$ cat config.mk
export PLATFORM = sky130hd
export DESIGN_NAME = instruction_fetch_unit_flat
export DESIGN_NICKNAME = d
export VERILOG_FILES = /design/src/rtl/instruction_fetch_unit_pkg.sv /design/src/rtl/instruction_fetch_unit_if.sv /design/src/rtl/instruction_fetch_unit_timeout.sv /design/src/rtl/instruction_fetch_unit.sv /design/src/flat_wrapper.sv
export SDC_FILE = /design/constraint.sdc
export NUM_CORES = 1
export LEC_CHECK = 0
export BUFFER_PORTS_ARGS = -buffer_cell sky130_fd_sc_hd__buf_2
export CORE_MARGIN = 2
export CORE_UTILIZATION = 50
export DETAILED_ROUTE_END_ITERATION = 10
export PLACE_DENSITY = 0.75
export SETUP_SLACK_MARGIN = 0.02
export SYNTH_ARGS = -nofsm -noshare
export SYNTH_HDL_FRONTEND = slang
export SYNTH_SLANG_ARGS = --single-unit
$ cat constraint.sdc
create_clock -name CLK -period 4.46 [get_ports CLK]
set_input_delay 0.892 -clock CLK [delete_from_list [all_inputs] [get_ports CLK]]
set_output_delay 0.892 -clock CLK [all_outputs]
set_load 0.005 [all_outputs]
$ cat src/rtl/instruction_fetch_unit_pkg.sv
// Shared definitions for the instruction fetch unit: FSM state encodings and
// instruction word width.
package instruction_fetch_unit_pkg;

   localparam int INSTR_W = 16;

   typedef enum logic [2:0] {
      FS_IDLE      = 3'd0,
      FS_FETCH     = 3'd1,
      FS_ISSUE     = 3'd2,
      FS_WAIT_EXEC = 3'd3,
      FS_REDIRECT  = 3'd4,
      FS_FAULT     = 3'd5
   } fetch_state_e;

endpackage

$ cat src/rtl/instruction_fetch_unit_if.sv
// Fetch unit bus: control-unit handshake, instruction memory port and the
// instruction register write port, bundled for a single master (the fetch unit).
interface instruction_fetch_unit_if
   import instruction_fetch_unit_pkg::*;
#(
   parameter int ADDR_W = 16
);
   logic                fetchEn;
   logic                stall;
   logic                nextInstr;
   logic                branchTaken;
   logic [ADDR_W-1:0]   branchTarget;
   logic [ADDR_W-1:0]   memAddr;
   logic                memReq;
   logic                memValid;
   logic [INSTR_W-1:0]  memData;
   logic [INSTR_W-1:0]  instruction;
   logic                regWrite;
   logic [ADDR_W-1:0]   pcOut;
   logic                fetchErr;

   modport master (
      input  fetchEn, stall, nextInstr, branchTaken, branchTarget,
      input  memValid, memData,
      output memAddr, memReq, instruction, regWrite, pcOut, fetchErr
   );

   modport slave (
      output fetchEn, stall, nextInstr, branchTaken, branchTarget,
      output memValid, memData,
      input  memAddr, memReq, instruction, regWrite, pcOut, fetchErr
   );
endinterface

$ cat src/rtl/instruction_fetch_unit_timeout.sv
// Fetch timeout counter: counts cycles spent waiting for memory and flags
// expiry on the TIMEOUT-th enabled cycle.
module fetch_timeout_counter #(
   parameter int TIMEOUT = 15
) (
   input  logic CLK,
   input  logic reset,
   input  logic clear,
   input  logic enable,
   output logic expire
);
   logic [7:0] count;

   // NOTE: state registers use non-blocking assignment so every flop samples
   // the pre-edge values, independent of statement order.
   always_ff @(posedge CLK or posedge reset) begin
      if (reset)       count <= '0;
      else if (clear)  count <= '0;
      else if (enable) count <= count + 8'd1;
   end

   assign expire = enable && (count == 8'(TIMEOUT - 1));
endmodule

$ cat src/rtl/instruction_fetch_unit.sv
// Instruction fetch unit: owns the PC, requests words from instruction memory
// and strobes each fetched word into the instruction register.
module instruction_fetch_unit
   import instruction_fetch_unit_pkg::*;
#(
   parameter int                ADDR_W   = 16,
   parameter logic [ADDR_W-1:0] RESET_PC = '0,
   parameter int                TIMEOUT  = 15
) (
   input  logic                      CLK,
   input  logic                      reset,
   instruction_fetch_unit_if.master  bus
);
   fetch_state_e        state, state_n;
   logic [ADDR_W-1:0]   pc, pc_n, mem_addr, mem_addr_n, pc_out, pc_out_n;
   logic [INSTR_W-1:0]  instr, instr_n;
   logic                mem_req, mem_req_n, reg_write, reg_write_n;
   logic                fetch_err, fetch_err_n, pending, pending_n;
   logic                redirect, expire, cnt_clear;

   // A branch is honoured everywhere except the terminal fault state.
   assign redirect  = bus.branchTaken && (state != FS_FAULT);
   assign cnt_clear = redirect || (state != FS_FETCH);

   fetch_timeout_counter #(.TIMEOUT(TIMEOUT)) u_timeout (
      .CLK    (CLK),
      .reset  (reset),
      .clear  (cnt_clear),
      .enable (state == FS_FETCH),
      .expire (expire)
   );

   always_ff @(posedge CLK or posedge reset) begin
      if (reset) begin
         state     <= FS_IDLE;
         pc        <= RESET_PC;
         mem_addr  <= RESET_PC;
         pc_out    <= RESET_PC;
         mem_req   <= 1'b0;
         instr     <= '0;
         reg_write <= 1'b0;
         fetch_err <= 1'b0;
         pending   <= 1'b0;
      end else begin
         state     <= state_n;
         pc        <= pc_n;
         mem_addr  <= mem_addr_n;
         pc_out    <= pc_out_n;
         mem_req   <= mem_req_n;
         instr     <= instr_n;
         reg_write <= reg_write_n;
         fetch_err <= fetch_err_n;
         pending   <= pending_n;
      end
   end

   always_comb begin
      // NOTE: every combinational output gets a default first, so no path
      // through the case leaves a signal unassigned and infers a latch.
      state_n     = state;
      pc_n        = pc;
      mem_addr_n  = mem_addr;
      pc_out_n    = pc_out;
      mem_req_n   = mem_req;
      instr_n     = instr;
      reg_write_n = 1'b0;
      fetch_err_n = fetch_err;
      pending_n   = pending;

      if (redirect) begin
         // Any same-cycle memValid is dropped; REDIRECT keeps memReq low a cycle.
         pc_n      = bus.branchTarget;
         pending_n = 1'b0;
         mem_req_n = 1'b0;
         state_n   = FS_REDIRECT;
      end else begin
         unique case (state)
            FS_IDLE, FS_REDIRECT: begin
               state_n = FS_IDLE;
               if (bus.fetchEn && !bus.stall) begin
                  state_n    = FS_FETCH;
                  mem_addr_n = pc;
                  mem_req_n  = 1'b1;
                  pending_n  = 1'b0;
               end
            end
            FS_FETCH: begin
               if (expire) begin
                  mem_req_n   = 1'b0;
                  fetch_err_n = 1'b1;
                  state_n     = FS_FAULT;
               end else if (bus.memValid) begin
                  instr_n     = bus.memData;
                  pc_out_n    = pc;
                  pc_n        = pc + 1'b1;
                  reg_write_n = 1'b1;
                  mem_req_n   = 1'b0;
                  state_n     = FS_ISSUE;
               end
            end
            FS_ISSUE: state_n = FS_WAIT_EXEC;
            FS_WAIT_EXEC: begin
               if (!bus.fetchEn) begin
                  pending_n = pending || bus.nextInstr;
                  state_n   = FS_IDLE;
               end else if (bus.nextInstr || pending) begin
                  if (bus.stall) begin
                     pending_n = 1'b1;
                  end else begin
                     state_n    = FS_FETCH;
                     mem_addr_n = pc;
                     mem_req_n  = 1'b1;
                     pending_n  = 1'b0;
                  end
               end
            end
            FS_FAULT: mem_req_n = 1'b0;
            default:  state_n = FS_FAULT;
         endcase
      end
   end

   assign bus.memAddr     = mem_addr;
   assign bus.memReq      = mem_req;
   assign bus.instruction = instr;
   assign bus.regWrite    = reg_write;
   assign bus.pcOut       = pc_out;
   assign bus.fetchErr    = fetch_err;
endmodule
$ cat src/flat_wrapper.sv
// flat-port wrapper written by rule: the top's interface ports become plain ports
module instruction_fetch_unit_flat import instruction_fetch_unit_pkg::*;
#(
   parameter int                ADDR_W   = 16,
   parameter logic [ADDR_W-1:0] RESET_PC = '0,
   parameter int                TIMEOUT  = 15
)
  (CLK, reset, bus_fetchEn, bus_stall, bus_nextInstr, bus_branchTaken, bus_branchTarget, bus_memValid, bus_memData, bus_memAddr, bus_memReq, bus_instruction, bus_regWrite, bus_pcOut, bus_fetchErr);
  instruction_fetch_unit_if #(.ADDR_W(ADDR_W)) bus_i ();
  input  logic CLK;
  input  logic reset;
  input wire logic [$bits(bus_i.fetchEn)-1:0] bus_fetchEn;
  input wire logic [$bits(bus_i.stall)-1:0] bus_stall;
  input wire logic [$bits(bus_i.nextInstr)-1:0] bus_nextInstr;
  input wire logic [$bits(bus_i.branchTaken)-1:0] bus_branchTaken;
  input wire logic [$bits(bus_i.branchTarget)-1:0] bus_branchTarget;
  input wire logic [$bits(bus_i.memValid)-1:0] bus_memValid;
  input wire logic [$bits(bus_i.memData)-1:0] bus_memData;
  output wire logic [$bits(bus_i.memAddr)-1:0] bus_memAddr;
  output wire logic [$bits(bus_i.memReq)-1:0] bus_memReq;
  output wire logic [$bits(bus_i.instruction)-1:0] bus_instruction;
  output wire logic [$bits(bus_i.regWrite)-1:0] bus_regWrite;
  output wire logic [$bits(bus_i.pcOut)-1:0] bus_pcOut;
  output wire logic [$bits(bus_i.fetchErr)-1:0] bus_fetchErr;
  assign bus_i.fetchEn = bus_fetchEn;
  assign bus_i.stall = bus_stall;
  assign bus_i.nextInstr = bus_nextInstr;
  assign bus_i.branchTaken = bus_branchTaken;
  assign bus_i.branchTarget = bus_branchTarget;
  assign bus_i.memValid = bus_memValid;
  assign bus_i.memData = bus_memData;
  assign bus_memAddr = bus_i.memAddr;
  assign bus_memReq = bus_i.memReq;
  assign bus_instruction = bus_i.instruction;
  assign bus_regWrite = bus_i.regWrite;
  assign bus_pcOut = bus_i.pcOut;
  assign bus_fetchErr = bus_i.fetchErr;
  instruction_fetch_unit #(.ADDR_W(ADDR_W), .RESET_PC(RESET_PC), .TIMEOUT(TIMEOUT)) u_core (.CLK(CLK), .reset(reset), .bus(bus_i));
endmodule
==> metrics.cfg, run 1 <==
[cts]
cts_buffers=9
postCtsSetupBuffers=0
cts_resized=0
holdBufCountCts=0
insertion_delay_ns=0.35
cts_sinks=79
cts_max_path_buffers=2
clk_pin_slew_ns=0.08
clock_tree.root_cell=clkbuf_8
cts_tree=built
cts_max_level=3

[finish]
area_growth_pct=19.41
fin_cells=492
nFillCells=612
antenna_cells=0
nets=431
drive_above_1_share=0.4097

[synth]
syn-cell-area_um2=3706
synth_cell_types=48
async_flop_share=1.000
synthFlopType=dfrtp_1
synthCells=304
yosys-top-cells-area=dfrtp_1 53%, mux2_2 9.1%, mux2_4 7.3%, a221o_1 1.6%, nor2_1 1.6%
synth-edff-count=0
synth_fp_nets=346
synth_warnings=0
synth_top_area_share=0.5334
synth_area_leader_cell=dfrtp_1
synth-seq-cells=79
syn-mean-instance-area_um2=12.19
yosysSeqAreaShare=0.5334

[sta]
slew_headroom=0.2322
final_hold_viol_count=0
tns_ns=0
final_max_slew_viol_count=0
finalCriticalPeriod_ns=2.806
clock.fmax_mhz=356.4
worst_pin_slew_ns=1.152
setup_viol=0
finalCritPeriodShare=0.6291
grt_setup_unrepaired=false
clock_skew_ns=0.01133

[floorplan]
die_y_um=90.10
die-area_um2=8117
rows=31
io_pins=90
start_util=0.5137
core_area_um2=7214
die_w_um=90.10

[worst_setup_path]
crit_type=input pin to flip-flop
r2r_start=u_core.u_timeout.count[0]
ff2ff_setup_slack_ns=1.69
critPathLaunchType=input pin
crit_fanout=48
rr_endpoint=u_core.pc[13]
arrival_ns=3.10
crit_path_end_kind=flip-flop
worstPathRequired_ns=4.76
reg2reg_depth=6

[global_route]
grt_max_degree=49
antenna_found_initial=0
grt_pass1_vias=2773
gr-total-overflow=0
grtUsageTotal=0.2118
grt_pass1_wl_mm=13.74

[detailed_routing]
detail-route-antenna-nets=0
drcViolationCount=0
vias=2759
drt-pass1-iter-count=6
vias_per_cell=5.608
drt_iter0_markers=87
wirelength_mm=8.200
wire_per_inst_um=16.67

[min_path]
hp-class=flip-flop to flip-flop
hold_start=u_core.u_timeout.count[0]
hold_end=u_core.u_timeout.count[0]
whs_path_depth=1

[power_and_ir_drop]
p_leak_nw=2.085
powerDensity_nw_per_um2=613.9
ir_worst_vdd_uv=322.4

[outcome]
status=completed

[placed_design]
dp_hpwl_mm=5.688
place_congestion=0.8274
placedCellCount=477
port_buffers=89

[job]
max-cap-violations=0

[power breakdown]
group          switching [mW]  leakage [nW]  total [mW]  internal, mW
Sequential              0.272         0.977        1.28          1.01
Clock                   0.263         0.101       0.591         0.327
Combinational           0.346          1.01       0.846         0.501
Total                   0.881          2.08        2.72          1.84
[placed cells by master, fill, tap and decap left out, drive strengths merged, types with 4 or more instances in the layout]
cell    synthesis  layout
buf             8      92
dfrtp          79      79
mux2           48      48
nor2           16      16
nand2          13      13
clkbuf         10      10
o21ai           9       9
nand3           9       9
o22ai           8       8
nand4           8       8
o211ai          7       7
nor3b           6       6
a21oi           6       6
a221o           6       6
inv             6       5
a31oi           5       5
and3            5       5
or4             4       4
and4            4       4
nor3            4       4
nor4            4       4
xor2            4       4
[layer usage]
metal	up-vias	wire length, um	track usage
li1	1314	-	-
met1	1363	3739	0.2890
met2	74	3918	0.3321
met3	8	451	0.06119
met4	0	91	0.06154
met5	-	0	0
[per-stage QoR]
step | util | setup WS [ns] | total power, mW | hold slack, ns | cell area (um^2)
after detailed placement | 0.5829 | 1.289 | 2.147 | 0.4735 | 4205
after CTS | 0.6134 | 1.658 | 2.740 | 0.4917 | 4425
after global placement | 0.5829 | 1.340 | 2.086 | 0.4609 | 4205
after global routing | 0.6134 | 1.428 | 2.901 | 0.5182 | 4425
after floorplan | - | 1.545 | 1.765 | 0.4473 | 3706
final | 0.6134 | 1.654 | 2.717 | 0.4932 | 4425
[Yosys cell counts, types with 3 or more instances]
cell and instances:
dfrtp_1 79, mux2_2 30, mux2_4 18, nor2_1 16
nand2_1 13, clkbuf_1 10, nand3_1 9, o21ai_0 9
nand4_1 8, o22ai_1 8, o211ai_1 7, a21oi_1 6
a221o_1 6, inv_1 6, nor3b_1 6, a31oi_1 5
and3_1 5, and4_1 4, buf_2 4, nor3_1 4
nor4_1 4, or4_1 4, xor2_1 4, buf_6 3
ha_1 3, xnor2_1 3
[cells by family after synthesis]
| group | after synthesis | share of synthesized area |
|---|---|---|
| adder cells (fa/ha/maj) | 3 | 0.01013 |
| AO/OA/AOI/OAI | 53 | 0.1030 |
| AND/OR/NAND/NOR | 89 | 0.1384 |
| flip-flops | 79 | 0.5334 |
| buffers and inverters | 24 | 0.03173 |
| XOR/XNOR | 7 | 0.01654 |
| multiplexers | 49 | 0.1668 |
[registers in the layout, indices dropped and copies added (netlist names)]
signal                  cells
u_core.pending              1
u_core.bus.regWrite         1
u_core.u_timeout.count      8
u_core.bus.fetchErr         1
u_core.bus.memAddr         16
u_core.bus.instruction     16
u_core.state                3
u_core.bus.pcOut           16
u_core.pc                  16
u_core.bus.memReq           1
[worst max path at each step]
stage / start / endpoint
after floorplan: reset / u_core.bus.fetchErr
after global placement: bus_branchTaken / u_core.pc[15]
after detailed placement: bus_branchTaken / u_core.pc[7]
after CTS: bus_branchTaken / u_core.pc[15]
after global routing: u_core.u_timeout.count[0] / u_core.pc[2]
final: bus_branchTaken / u_core.pc[15]
[area by class of cell]
class | instances | area (um^2) | area share
Inverter | 6 | 23.77 | 0.005372
Clock inverter | 5 | 82.58 | 0.01866
Timing Repair Buffer | 92 | 467.9 | 0.1057
Tap cell | 99 | 123.9 | 0.02799
Multi-Input combinational cell | 201 | 1613 | 0.3644
Clock buffer | 10 | 137.6 | 0.03110
Sequential cell | 79 | 1977 | 0.4467
[worst max-delay path, cell delays in order]
cell and delay, ns:
buf_2 0.15, or4b_1 0.68, a211o_2 0.80, nor4_1 0.41, a211o_1 0.15
Power figures use the tool's default switching activity.
==> run 2, diff against run 1 <==
clock period = 2.8 ns   (was 4.46 ns; I/O delays follow)
==> metrics.cfg, run 2 (synthesis gave the netlist of run 1 again) <==
[job]
max-cap-violations=0

[cts]
cts_buffers=9
cts_max_path_buffers=2
cts_tree=built
holdBufCountCts=0
insertion_delay_ns=0.35
cts_max_level=3
cts_resized=0
clock_tree.root_cell=clkbuf_8
postCtsSetupBuffers=0
clk_pin_slew_ns=0.08
cts_sinks=79

[finish]
nets=435
area_growth_pct=20.09
seqCellArea_um2=1977
final_cell_mix=89 x buf_2, 79 x dfrtp_1, 30 x mux2_2
drive_above_1_share=0.4121
antenna_cells=0
fin_cells=497
nFillCells=618
final_common_cell=buf_2
multiInputGateArea_um2=1613

[sta]
tns_ns=0
finalCritPeriodShare=0.8440
finalCriticalPeriod_ns=2.363
clock.fmax_mhz=423.1
worst_pin_slew_ns=0.7669
grt_setup_unrepaired=false
slew_headroom=0.4887
clock_skew_ns=0.01184
setup_viol=0
setup_ws_ns=0.4367
final_hold_viol_count=0
holdWs_ns=0.2880
final_max_slew_viol_count=0

[floorplan]
core_area_um2=7214
io_pins=90
die-area_um2=8117
die_y_um=90.10
die_w_um=90.10
rows=31
start_util=0.5137

[detailed_routing]
wire_per_inst_um=16.19
wl_met3_um=398
maxUsedRoutingLayer=met4
drt-pass1-iter-count=4
wirelength_mm=8.044
vias_per_cell=5.686
drt_iter0_markers=184
wl_met2_mm=3.759
detail-route-antenna-nets=0
routedLengthMet1_mm=3.726
drcViolationCount=0
vias=2826

[worst_setup_path]
crit_path_end_kind=flip-flop
worstPathRequired_ns=3.03
crit_fanout=16
critPathLaunchType=flip-flop
arrival_ns=2.60
crit_type=flip-flop to flip-flop

[power_and_ir_drop]
powerDensity_nw_per_um2=948.1
ir_worst_vdd_uv=420.0
p_leak_nw=2.104

[outcome]
status=completed

[placed_design]
place_congestion=0.8021
port_buffers=89
dp_slack_ns=0.4002
dp_hpwl_mm=5.633
placedCellCount=481

[global_route]
grt_max_degree=42
grt_pass1_wl_mm=13.66
grt_pass1_vias=2770
antenna_found_initial=0
gr-total-overflow=0
grtUsageTotal=0.2075

[min_path]
hp-class=input pin to async pin

[run 2: cell count changes in the layout (fill, tap and decap cells not counted)]
cell,previous run,this run
buf_12,0,2
buf_4,3,5
bufinv_16,2,1
clkbuf_1,0,2
clkbuf_8,10,9
clkinv_2,1,2
clkinv_4,0,1
clkinvlp_4,3,2
[run 2: layer usage]
layer | vias up | GRT usage
li1 | 1318 | -
met1 | 1393 | 0.2923
met2 | 102 | 0.3158
met3 | 13 | 0.04191
met4 | 0 | 0.08462
met5 | - | 0
[run 2: cell type report]
class                           instances  area share
Sequential cell                        79      0.4442
Multi-Input combinational cell        201      0.3624
Timing Repair Buffer                   96      0.1175
Clock buffer                           11     0.02952
Tap cell                               99     0.02783
Clock inverter                          5     0.01321
Inverter                                6    0.005342
[run 2: worst max-delay path, cell delays in order, from the launching register on]
cell      delay (ns)
dfrtp_1         0.40
inv_1           0.07
ha_1            0.15
nor4bb_1        0.50
a211o_2         0.50
buf_12          0.22
o22ai_1         0.09
a221o_1         0.31
[run 2: final timing paths]
path,slack [ns],depth (start not counted),startpoint,end
min,0.29,2,reset,u_core.bus.pcOut[14]
max in group asynchronous,1.78,3,reset,u_core.bus.instruction[11]
max reg2reg,0.44,7,u_core.u_timeout.count[0],u_core.pc[14]
min reg2reg,0.47,1,u_core.bus.fetchErr,u_core.bus.fetchErr
max,0.44,7,u_core.u_timeout.count[0],u_core.pc[14]
min in group CLK,0.43,3,bus_branchTarget[3],u_core.pc[3]
[run 2: where the power goes]
part | internal [mW] | switching (mW)
Combinational | 0.808 | 0.549
Clock | 0.413 | 0.415
Sequential | 1.61 | 0.429
[run 2: metrics by stage]
| step | power (mW) | util | area [um^2] |
|---|---|---|---|
| finish | 4.220 | 0.6169 | 4451 |
| global route | 4.502 | 0.6169 | 4451 |
| CTS | 4.251 | 0.6169 | 4451 |
| detailed placement | 3.422 | 0.5905 | 4260 |
| global placement | 3.345 | 0.5905 | 4260 |
| floorplan | 2.811 | - | 3706 |
